## config.mk

```make
export PLATFORM = sky130hd
export DESIGN_NAME = regfile_ctx_flat
export DESIGN_NICKNAME = d
export VERILOG_FILES = /design/src/rtl/regfile_pkg.sv /design/src/rtl/regfile_ctx_if.sv /design/src/rtl/pc_ctx_stack.sv /design/src/rtl/regfile_ctx.sv /design/src/flat_wrapper.sv
export SDC_FILE = /design/constraint.sdc
export NUM_CORES = 1
export LEC_CHECK = 0
export CAP_MARGIN = 20
export CORE_UTILIZATION = 55
export DETAILED_ROUTE_END_ITERATION = 6
export PLACE_DENSITY = 0.77
export SETUP_SLACK_MARGIN = 0.02
export SLEW_MARGIN = 20
export SYNTH_ARGS = -nofsm -noshare
export SYNTH_HDL_FRONTEND = slang
export SYNTH_SLANG_ARGS = --single-unit
export TNS_END_PERCENT = 20
```

## constraint.sdc

```tcl
create_clock -name clk -period 5 [get_ports clk]
set_clock_uncertainty 0.1 [all_clocks]
set_input_delay 1 -clock clk [delete_from_list [all_inputs] [get_ports clk]]
set_output_delay 1 -clock clk [all_outputs]
set_load 0.01 [all_outputs]
```

## src/rtl/regfile_pkg.sv

```systemverilog
// Shared constants and types for the register file / PC context stack.
// Optional feature macro: REGFILE_BYPASS_EN (write-through read forwarding).
package regfile_pkg;

    localparam int DATA_W_DEF    = 16;
    localparam int NUM_REGS_DEF  = 8;
    localparam int PC_W_DEF      = 32;
    localparam int CTX_DEPTH_DEF = 4;

    localparam int REG_AW = $clog2(NUM_REGS_DEF);
    localparam int CTX_CW = $clog2(CTX_DEPTH_DEF + 1);

    typedef enum logic [1:0] {
        CTX_EMPTY,
        CTX_PARTIAL,
        CTX_FULL
    } ctx_state_e;

endpackage

```

## src/rtl/regfile_ctx_if.sv

```systemverilog
// Decode/write-back side bundle of the register file and context stack.
// Optional feature macro: REGFILE_BYPASS_EN (no effect on this bundle).
interface regfile_ctx_if
    import regfile_pkg::*;
#(
    parameter int DATA_W   = DATA_W_DEF,
    parameter int NUM_REGS = NUM_REGS_DEF,
    parameter int PC_W     = PC_W_DEF
);
    localparam int AW = $clog2(NUM_REGS);

    logic              we;
    logic [AW-1:0]     waddr;
    logic [DATA_W-1:0] wdata;
    logic [AW-1:0]     raddr1;
    logic [AW-1:0]     raddr2;
    logic [DATA_W-1:0] rdata1;
    logic [DATA_W-1:0] rdata2;
    logic              ctx_push;
    logic              ctx_pop;
    logic [PC_W-1:0]   pc_in;
    logic [PC_W-1:0]   pc_out;
    logic              pc_valid;
    logic              ctx_full;
    logic              ctx_empty;
    logic              ctx_err;

    modport master (
        output we, waddr, wdata, raddr1, raddr2,
        output ctx_push, ctx_pop, pc_in,
        input  rdata1, rdata2, pc_out, pc_valid,
        input  ctx_full, ctx_empty, ctx_err
    );

    modport slave (
        input  we, waddr, wdata, raddr1, raddr2,
        input  ctx_push, ctx_pop, pc_in,
        output rdata1, rdata2, pc_out, pc_valid,
        output ctx_full, ctx_empty, ctx_err
    );

endinterface

```

## src/rtl/pc_ctx_stack.sv

```systemverilog
// LIFO of saved PC contexts with swap, pass-through and sticky error.
// Optional feature macro: REGFILE_BYPASS_EN (no effect on this block).
module pc_ctx_stack
    import regfile_pkg::*;
#(
    parameter int PC_W      = PC_W_DEF,
    parameter int CTX_DEPTH = CTX_DEPTH_DEF
) (
    input  logic            clk,
    input  logic            rst,
    input  logic            push_i,
    input  logic            pop_i,
    input  logic [PC_W-1:0] pc_i,
    output logic [PC_W-1:0] pc_o,
    output logic            valid_o,
    output logic            full_o,
    output logic            empty_o,
    output logic            err_o
);
    localparam int CW = $clog2(CTX_DEPTH + 1);
    localparam int IW = (CTX_DEPTH > 1) ? $clog2(CTX_DEPTH) : 1;
    localparam logic [CW-1:0] DEPTH_C = CW'(CTX_DEPTH);

    logic [PC_W-1:0] mem_q [CTX_DEPTH];
    logic [CW-1:0]   count_q, count_d;
    logic [PC_W-1:0] pc_q, pc_d;
    logic            valid_q, valid_d;
    logic            err_q, err_d;
    logic            wr_en;
    logic [IW-1:0]   wr_idx;
    logic [PC_W-1:0] wr_data;
    logic [CW-1:0]   top_c;
    logic [IW-1:0]   top_idx;
    logic [IW-1:0]   nxt_idx;
    ctx_state_e      state;

    assign top_c   = count_q - CW'(1);
    assign top_idx = top_c[IW-1:0];
    assign nxt_idx = count_q[IW-1:0];

    // Controller state is a pure decode of the occupancy count.
    always_comb begin
        state = CTX_PARTIAL;
        if (count_q == '0)
            state = CTX_EMPTY;
        else if (count_q == DEPTH_C)
            state = CTX_FULL;
    end

    // Next-state: push, pop, swap, pass-through and error rules.
    always_comb begin
        count_d = count_q;
        pc_d    = pc_q;
        valid_d = 1'b0;
        err_d   = err_q;
        wr_en   = 1'b0;
        wr_idx  = nxt_idx;
        wr_data = pc_i;
        case ({push_i, pop_i})
            2'b11: begin
                valid_d = 1'b1;
                if (state == CTX_EMPTY) begin
                    pc_d = pc_i;
                end else begin
                    pc_d   = mem_q[top_idx];
                    wr_en  = 1'b1;
                    wr_idx = top_idx;
                end
            end
            2'b10: begin
                if (state == CTX_FULL) begin
                    err_d = 1'b1;
                end else begin
                    wr_en   = 1'b1;
                    count_d = count_q + CW'(1);
                end
            end
            2'b01: begin
                if (state == CTX_EMPTY) begin
                    err_d = 1'b1;
                end else begin
                    pc_d    = mem_q[top_idx];
                    valid_d = 1'b1;
                    count_d = top_c;
                end
            end
            default: ;
        endcase
    end

    // Control registers; reset drops any in-flight push or pop.
    always_ff @(posedge clk or negedge rst) begin
        if (!rst) begin
            count_q <= '0;
            pc_q    <= '0;
            valid_q <= 1'b0;
            err_q   <= 1'b0;
        end else begin
            count_q <= count_d;
            pc_q    <= pc_d;
            valid_q <= valid_d;
            err_q   <= err_d;
        end
    end

    // Context storage, written at the push slot or the top on swap.
    always_ff @(posedge clk or negedge rst) begin
        if (!rst) begin
            for (int i = 0; i < CTX_DEPTH; i++)
                mem_q[i] <= '0;
        end else if (wr_en) begin
            mem_q[wr_idx] <= wr_data;
        end
    end

    assign pc_o    = pc_q;
    assign valid_o = valid_q;
    assign err_o   = err_q;
    assign full_o  = (state == CTX_FULL);
    assign empty_o = (state == CTX_EMPTY);

endmodule

```

## src/rtl/regfile_ctx.sv

```systemverilog
// General-purpose register file with a hardware PC context stack.
// Optional feature macro: REGFILE_BYPASS_EN (write-through read forwarding).
module regfile_ctx
    import regfile_pkg::*;
#(
    parameter int DATA_W    = DATA_W_DEF,
    parameter int NUM_REGS  = NUM_REGS_DEF,
    parameter int PC_W      = PC_W_DEF,
    parameter int CTX_DEPTH = CTX_DEPTH_DEF
) (
    input logic         clk,
    input logic         rst,
    regfile_ctx_if.slave bus
);
    logic [DATA_W-1:0] regs_q [NUM_REGS];

    // Register array write port, one-cycle latency.
    always_ff @(posedge clk or negedge rst) begin
        if (!rst) begin
            for (int i = 0; i < NUM_REGS; i++)
                regs_q[i] <= '0;
        end else if (bus.we) begin
            regs_q[bus.waddr] <= bus.wdata;
        end
    end

`ifdef REGFILE_BYPASS_EN
    // Read muxes forward same-cycle write data on address match.
    always_comb begin
        bus.rdata1 = regs_q[bus.raddr1];
        bus.rdata2 = regs_q[bus.raddr2];
        if (bus.we && (bus.waddr == bus.raddr1))
            bus.rdata1 = bus.wdata;
        if (bus.we && (bus.waddr == bus.raddr2))
            bus.rdata2 = bus.wdata;
    end
`else
    // Read muxes return the stored value; writes show next cycle.
    always_comb begin
        bus.rdata1 = regs_q[bus.raddr1];
        bus.rdata2 = regs_q[bus.raddr2];
    end
`endif

    pc_ctx_stack #(
        .PC_W      (PC_W),
        .CTX_DEPTH (CTX_DEPTH)
    ) u_stack (
        .clk     (clk),
        .rst     (rst),
        .push_i  (bus.ctx_push),
        .pop_i   (bus.ctx_pop),
        .pc_i    (bus.pc_in),
        .pc_o    (bus.pc_out),
        .valid_o (bus.pc_valid),
        .full_o  (bus.ctx_full),
        .empty_o (bus.ctx_empty),
        .err_o   (bus.ctx_err)
    );

endmodule

```

## src/flat_wrapper.sv

```systemverilog
// flat-port wrapper written by rule: the top's interface ports become plain ports
module regfile_ctx_flat import regfile_pkg::*;
#(
    parameter int DATA_W    = DATA_W_DEF,
    parameter int NUM_REGS  = NUM_REGS_DEF,
    parameter int PC_W      = PC_W_DEF,
    parameter int CTX_DEPTH = CTX_DEPTH_DEF
)
  (clk, rst, bus_we, bus_waddr, bus_wdata, bus_raddr1, bus_raddr2, bus_ctx_push, bus_ctx_pop, bus_pc_in, bus_rdata1, bus_rdata2, bus_pc_out, bus_pc_valid, bus_ctx_full, bus_ctx_empty, bus_ctx_err);
  regfile_ctx_if #(.DATA_W(DATA_W), .NUM_REGS(NUM_REGS), .PC_W(PC_W)) bus_i ();
  input logic clk;
  input logic rst;
  input wire logic [$bits(bus_i.we)-1:0] bus_we;
  input wire logic [$bits(bus_i.waddr)-1:0] bus_waddr;
  input wire logic [$bits(bus_i.wdata)-1:0] bus_wdata;
  input wire logic [$bits(bus_i.raddr1)-1:0] bus_raddr1;
  input wire logic [$bits(bus_i.raddr2)-1:0] bus_raddr2;
  input wire logic [$bits(bus_i.ctx_push)-1:0] bus_ctx_push;
  input wire logic [$bits(bus_i.ctx_pop)-1:0] bus_ctx_pop;
  input wire logic [$bits(bus_i.pc_in)-1:0] bus_pc_in;
  output wire logic [$bits(bus_i.rdata1)-1:0] bus_rdata1;
  output wire logic [$bits(bus_i.rdata2)-1:0] bus_rdata2;
  output wire logic [$bits(bus_i.pc_out)-1:0] bus_pc_out;
  output wire logic [$bits(bus_i.pc_valid)-1:0] bus_pc_valid;
  output wire logic [$bits(bus_i.ctx_full)-1:0] bus_ctx_full;
  output wire logic [$bits(bus_i.ctx_empty)-1:0] bus_ctx_empty;
  output wire logic [$bits(bus_i.ctx_err)-1:0] bus_ctx_err;
  assign bus_i.we = bus_we;
  assign bus_i.waddr = bus_waddr;
  assign bus_i.wdata = bus_wdata;
  assign bus_i.raddr1 = bus_raddr1;
  assign bus_i.raddr2 = bus_raddr2;
  assign bus_i.ctx_push = bus_ctx_push;
  assign bus_i.ctx_pop = bus_ctx_pop;
  assign bus_i.pc_in = bus_pc_in;
  assign bus_rdata1 = bus_i.rdata1;
  assign bus_rdata2 = bus_i.rdata2;
  assign bus_pc_out = bus_i.pc_out;
  assign bus_pc_valid = bus_i.pc_valid;
  assign bus_ctx_full = bus_i.ctx_full;
  assign bus_ctx_empty = bus_i.ctx_empty;
  assign bus_ctx_err = bus_i.ctx_err;
  regfile_ctx #(.DATA_W(DATA_W), .NUM_REGS(NUM_REGS), .PC_W(PC_W), .CTX_DEPTH(CTX_DEPTH)) u_core (.clk(clk), .rst(rst), .bus(bus_i));
endmodule
```

==> flow_metrics.py, run 1 <==
metrics = {
    "outcome": {
        "status": "finished, final reports clean",
    },
    "layout": {
        "layout_common_cells": "292 x dfrtp_1, 278 x mux2_2, 126 x clkdlybuf4s50_1",
        "drive_gt1_share_pct": 42.8,
        "area_growth_pct": 18.8,
        "nFillCells": 1778,
        "layout_commonest_cell": "dfrtp_1",
        "n_antenna_cell": 0,
        "post-route-cell-area_mm2": 0.0168,
        "layout.nets": 1133,
    },
    "cts": {
        "cts_setup_buffers": 0,
        "clk_latency_ps": 550,
        "hold_buffers": 0,
        "cts_buffers": 31,
        "cts_num_sinks": 293,
        "cts_resized": 0,
        "clock_path_buffers": 3,
        "cts_max_level": 1,
        "cts_tree": "yes",
        "clk_pin_slew_ps": 60,
        "cts-root-buf": "clkbuf_16",
    },
    "detailed_routing": {
        "antenna_left": 0,
        "drtIter0Drc": 557,
        "vias": 8615,
        "dr.pass1.iters": 5,
        "routed_wl_um": 31200,
        "wl_per_cell_um": 22.1,
        "via_per_inst": 6.08,
        "drc_errors": 0,
    },
    "worst_setup_path": {
        "cp_slowest_cell": "clkdlybuf4s50_1",
        "start_kind": "input port",
        "critPathArrivalTime_ps": 3060,
        "cpMostUsedCell": "clkdlybuf4s50_1",
        "path_class": "input port to primary output",
        "critical_path.max_stage_delay_ps": 480,
        "crit_chain": "clkdlybuf4s50_1, buf_4, mux4_2, mux2_2, clkdlybuf4s50_1",
        "cp-end-kind": "primary output",
        "crit_fanout": 32,
        "r2r-start": "u_core.u_stack.count_q[1]",
        "r2r_slack_ps": 1990,
        "r2r_cells": 7,
        "rr_endpoint": "u_core.u_stack.mem_q[96]",
        "crit_end": "bus_rdata1[8]",
        "cp_data_required_time_ps": 3900,
        "timing.critical_path.from": "bus_raddr1[1]",
    },
    "floorplanning": {
        "io_pins": 130,
        "die_area_mm2": 0.0263,
        "die_h_um": 162,
        "rows": 58,
        "core-area_mm2": 0.0252,
        "die_w_um": 162,
        "start_util_pct": 56.1,
    },
    "sta": {
        "worst_slew_pin_slew_ps": 827,
        "setup_viol": 0,
        "layout_setup_ws_ps": 837,
        "setup_tns_ps": 0,
        "min_period_over_period_pct": 83.3,
        "drv_slew": 0,
        "hold_violations": 0,
        "slew_headroom_pct": 44.8,
        "min_period_ps": 4160,
        "fmax_mhz": 240,
        "rsz0062_at_grt": "no",
    },
    "yosys": {
        "ys_types": 41,
        "syn_inst": 940,
        "synth_area_per_cell_um2": 15.0,
        "yosys_warnings": 0,
        "netlist_area_mm2": 0.0141,
        "synth_edf_count": 0,
        "syn-num-nets": 1008,
        "ys_seq_area_share_pct": 51.9,
        "synth_flop_cell": "dfrtp_1",
        "postSynth.asyncResetShare_pct": 100,
        "ys_seq_elements": 293,
    },
    "power_and_ir_drop": {
        "pwr_density_cell_mw_per_mm2": 573,
        "internal_power_uw": 6710,
        "comb_power_share_pct": 37.4,
        "p_total_uw": 9610,
        "p_leak_uw": 0.00688,
        "p_clk_share_pct": 22.9,
        "p_switching_uw": 2900,
        "swShare_pct": 30.2,
        "worst_ir_drop_vdd_mv": 0.399,
        "p_seq_share_pct": 39.7,
    },
    "worst_hold_path": {
        "whs_path_depth": 1,
        "min_path_type": "flip-flop to flip-flop",
    },
    "placement": {
        "placedInstanceArea_mm2": 0.0158,
        "port_buffers": 129,
        "dp_slack_ps": 833,
        "routabilityCongestion": 0.751,
        "hpwlAfterDp_um": 19400,
    },
    "job": {
        "drv_cap": 0,
    },
    "global_route": {
        "grt_pass1_wl_um": 49700,
        "track_usage_pct": 24.5,
        "gr-total-overflow": 0,
        "antenna_found_initial": 0,
        "grt_max_degree": 109,
        "grt_pass1_vias": 8850,
    },
}
cell families after synthesis:
logic type,share of synthesized area (%)
AO/OA/AOI/OAI,2.67
XOR/XNOR,0.0620
adder cells (fa/ha/maj),0.532
buffers and inverters,2.41
flip-flops,51.9
multiplexers,38.4
AND/OR/NAND/NOR,4.06
sequential cells by signal, summed over array words and instances (netlist names):
signal,cells
u_core.u_stack.pc_o,32
u_core.u_stack.err_o,1
u_core.regs_q,128
u_core.u_stack.mem_q,128
u_core.u_stack.valid_o,1
u_core.u_stack.count_q,3
power by group through the flow:
stage	Clock, uW	Combinational (uW)	Sequential, uW
global route	2340	3880	3920
global placement	0	3530	3790
finish	2200	3590	3820
floorplan	0	2550	3730
detailed placement	0	3610	3840
CTS	2250	3630	3810
synth_stat cells (2+ instances only):
cell | instances | share of area, %
buf_4 | 3 | 0.16
nand2b_1 | 2 | 0.089
mux2_2 | 278 | 22
ha_1 | 6 | 0.53
a21oi_1 | 3 | 0.11
nor3b_2 | 2 | 0.18
dfrtp_1 | 293 | 52
buf_2 | 23 | 0.82
nand2_1 | 73 | 1.9
buf_6 | 3 | 0.24
mux2_1 | 11 | 0.88
mux4_2 | 96 | 15
nand3_1 | 2 | 0.071
inv_1 | 7 | 0.19
nor2_1 | 37 | 0.98
and2_1 | 2 | 0.089
buf_1 | 5 | 0.13
o21ai_0 | 4 | 0.14
nand4b_1 | 3 | 0.19
a31oi_1 | 33 | 1.5
nor3_2 | 3 | 0.21
clkbuf_1 | 32 | 0.85
layout make-up:
cell class	instances	area, um2	share of cell area, %
Multi-Input combinational cell	573	6460	38.5
Inverter	8	30.0	0.179
Timing Repair Buffer	158	1570	9.34
Tap cell	330	413	2.46
Clock inverter	6	62.6	0.373
Sequential cell	293	7330	43.7
Clock buffer	48	910	5.42
stage by stage:
stage | instances | util (%) | hold WS, ps
6_report | 1416 | 66.6 | 378
4_1_cts | 1416 | 66.6 | 383
5_1_grt | 1416 | 66.6 | 395
3_5_place_dp | 1362 | 62.8 | 368
2_1_floorplan | 940 | - | 353
3_3_place_gp | 1362 | 62.8 | 362
per-layer routing:
layer | GRT usage, % | part of all wire, %
met3 | 3.75 | 5.2
met2 | 42.2 | 51
met1 | 32.9 | 42
met4 | 5.49 | 1.6
met5 | 0 | 0
critical path, delay by kind of cell:
kind                   cells  cell delay, ps
buffers and inverters      3            1350
muxes                      2             690
how the worst min path moves through the flow:
stage,startpoint,slack [ps],endpoint
6_report,u_core.u_stack.err_o,380,u_core.u_stack.err_o
5_1_grt,u_core.u_stack.mem_q[127],400,u_core.u_stack.mem_q[127]
4_1_cts,u_core.u_stack.err_o,380,u_core.u_stack.err_o
3_5_place_dp,u_core.u_stack.err_o,370,u_core.u_stack.err_o
3_3_place_gp,u_core.u_stack.err_o,360,u_core.u_stack.err_o
2_1_floorplan,u_core.u_stack.mem_q[38],350,u_core.u_stack.mem_q[38]
(Power assumes the default switching activity.)
==> run 2, diff against run 1 <==
==> constraint.sdc (replaced) <==
create_clock -name clk -period 4.25 [get_ports clk]
set_clock_uncertainty 0.1 [all_clocks]
set_input_delay 0.85 -clock clk [delete_from_list [all_inputs] [get_ports clk]]
set_output_delay 0.85 -clock clk [all_outputs]
set_load 0.01 [all_outputs]
==> run 2 against run 1 <==
Against the previous run: routed wire length down 0.61%; utilization up 0.59 points; first-iteration DRC count is 7.4% lower; flip-flop and latch count unchanged; global-route usage grew 0.62 points; sequential share of layout area down 0.38 points; final area up 0.89%; via count is 0.70% lower; cell count grew 0.14%; sequential power increased by 18%; total power is 20% higher.
==> flow_metrics.py, run 2 (same netlist as run 1, synthesis figures left out) <==
metrics = {
    "global_route": {
        "grt_pass1_vias": 9110,
        "antenna_found_initial": 0,
        "grt_max_degree": 103,
        "grt_pass1_wl_um": 51200,
        "track_usage_pct": 25.1,
        "gr-total-overflow": 0,
    },
    "sta": {
        "setup_tns_ps": 0,
        "rsz0062_at_grt": "no",
        "worst_slew_pin_slew_ps": 792,
        "slew_headroom_pct": 47.2,
        "min_period_ps": 3660,
        "drv_slew": 0,
        "fmax_mhz": 273,
        "hold_violations": 0,
        "min_period_over_period_pct": 86.2,
        "setup_viol": 0,
    },
    "power_and_ir_drop": {
        "comb_power_share_pct": 37.2,
        "pwr_density_cell_mw_per_mm2": 679,
        "p_switching_uw": 3460,
        "p_clk_share_pct": 23.7,
        "swShare_pct": 30.1,
        "p_leak_uw": 0.00694,
        "internal_power_uw": 8040,
        "worst_ir_drop_vdd_mv": 0.441,
        "p_seq_share_pct": 39.1,
    },
    "layout": {
        "area_growth_pct": 19.9,
        "post-route-cell-area_mm2": 0.0169,
        "layout_common_cells": "292 x dfrtp_1, 278 x mux2_2, 126 x clkdlybuf4s50_1",
        "layout.nets": 1134,
        "layout_commonest_cell": "dfrtp_1",
        "drive_gt1_share_pct": 43.5,
        "n_antenna_cell": 0,
    },
    "worst_setup_path": {
        "cp_data_required_time_ps": 3300,
        "path_class": "input port to primary output",
        "cp_slowest_cell": "clkdlybuf4s50_1",
        "start_kind": "input port",
        "crit_chain": "clkdlybuf4s50_1, buf_12, mux4_2, mux2_2, clkdlybuf4s50_1",
        "critPathArrivalTime_ps": 2710,
        "cpMostUsedCell": "clkdlybuf4s50_1",
        "cp-end-kind": "primary output",
        "critical_path.max_stage_delay_ps": 500,
        "crit_fanout": 32,
    },
    "floorplanning": {
        "rows": 58,
        "die_w_um": 162,
        "io_pins": 130,
        "start_util_pct": 56.1,
        "die_h_um": 162,
        "die_area_mm2": 0.0263,
        "core-area_mm2": 0.0252,
    },
    "worst_hold_path": {
        "min_path_type": "input port to async pin",
    },
    "detailed_routing": {
        "vias": 8555,
        "dr.pass1.iters": 4,
        "drtIter0Drc": 516,
        "via_per_inst": 6.03,
        "antenna_left": 0,
        "drc_errors": 0,
        "wl_per_cell_um": 21.9,
        "routed_wl_um": 31000,
    },
    "cts": {
        "hold_buffers": 0,
        "cts_resized": 0,
        "cts_setup_buffers": 0,
        "cts_num_sinks": 293,
        "cts_max_level": 1,
        "cts_buffers": 31,
        "clock_path_buffers": 3,
        "cts-root-buf": "clkbuf_16",
        "clk_pin_slew_ps": 60,
        "clk_latency_ps": 560,
        "cts_tree": "yes",
    },
    "placement": {
        "hpwlAfterDp_um": 18800,
        "port_buffers": 129,
        "placedInstanceArea_mm2": 0.0159,
        "routabilityCongestion": 0.736,
    },
    "job": {
        "drv_cap": 0,
    },
    "outcome": {
        "status": "finished, final reports clean",
    },
}
[run 2: final timing paths]
| kind | from | to | slack, ps | cells after the start |
|---|---|---|---|---|
| min in group clk | u_core.u_stack.err_o | u_core.u_stack.err_o | 380 | 1 |
| worst min register to register | u_core.u_stack.err_o | u_core.u_stack.err_o | 380 | 1 |
| worst max-delay path | bus_raddr2[1] | bus_rdata2[10] | 590 | 5 |
| worst max register to register | u_core.u_stack.count_q[1] | u_core.u_stack.mem_q[96] | 1280 | 7 |
| max in group asynchronous | rst | u_core.regs_q[65] | 2800 | 2 |
| worst min-delay path | rst | u_core.regs_q[53] | 220 | 1 |
[run 2: metrics by stage]
step           cells  util [%]  power [uW]  hold slack [ps]  setup slack [ps]
2_1_floorplan    940         -        7380              353              1120
3_3_place_gp    1363      63.1        8660              361               600
3_5_place_dp    1363      63.1        8810              367               580
4_1_cts         1418      67.2       11600              263               579
5_1_grt         1418      67.2       12100              285               527
6_report        1418      67.2       11500              219               587
[run 2: power groups by stage]
stage / registers [uW] / clock network, uW / logic [uW]
after global placement: 4460 / 0 / 4200
after CTS: 4490 / 2770 / 4330
final: 4500 / 2720 / 4280
after detailed placement: 4510 / 0 / 4300
after global routing: 4630 / 2880 / 4640
after floorplan: 4380 / 0 / 2990
[run 2: cell type report]
type,count,area (um2)
fillers,1770,8250
flip-flops and latches,293,7330
multi-input cells,573,6460
repair buffers,159,1650
clock buffers,45,928
well taps,330,413
clock inverters,10,110
inverters,8,30.0
[run 2: metal layers]
metal  global-route usage, %  part of all wire, %  routed length (um)  vias up
met2                    42.6                   51               15800      181
met5                       0                    0                   0        -
met4                    6.90                  2.0                 609        0
met3                    3.80                  4.3                1330       45
li1                        -                    -                   -     3781
met1                    33.7                   43               13300     4548
[run 2: critical path: cells and delay by family]
family / cells / cell delay, ps
buf+inv: 3 / 1230
mux: 2 / 610
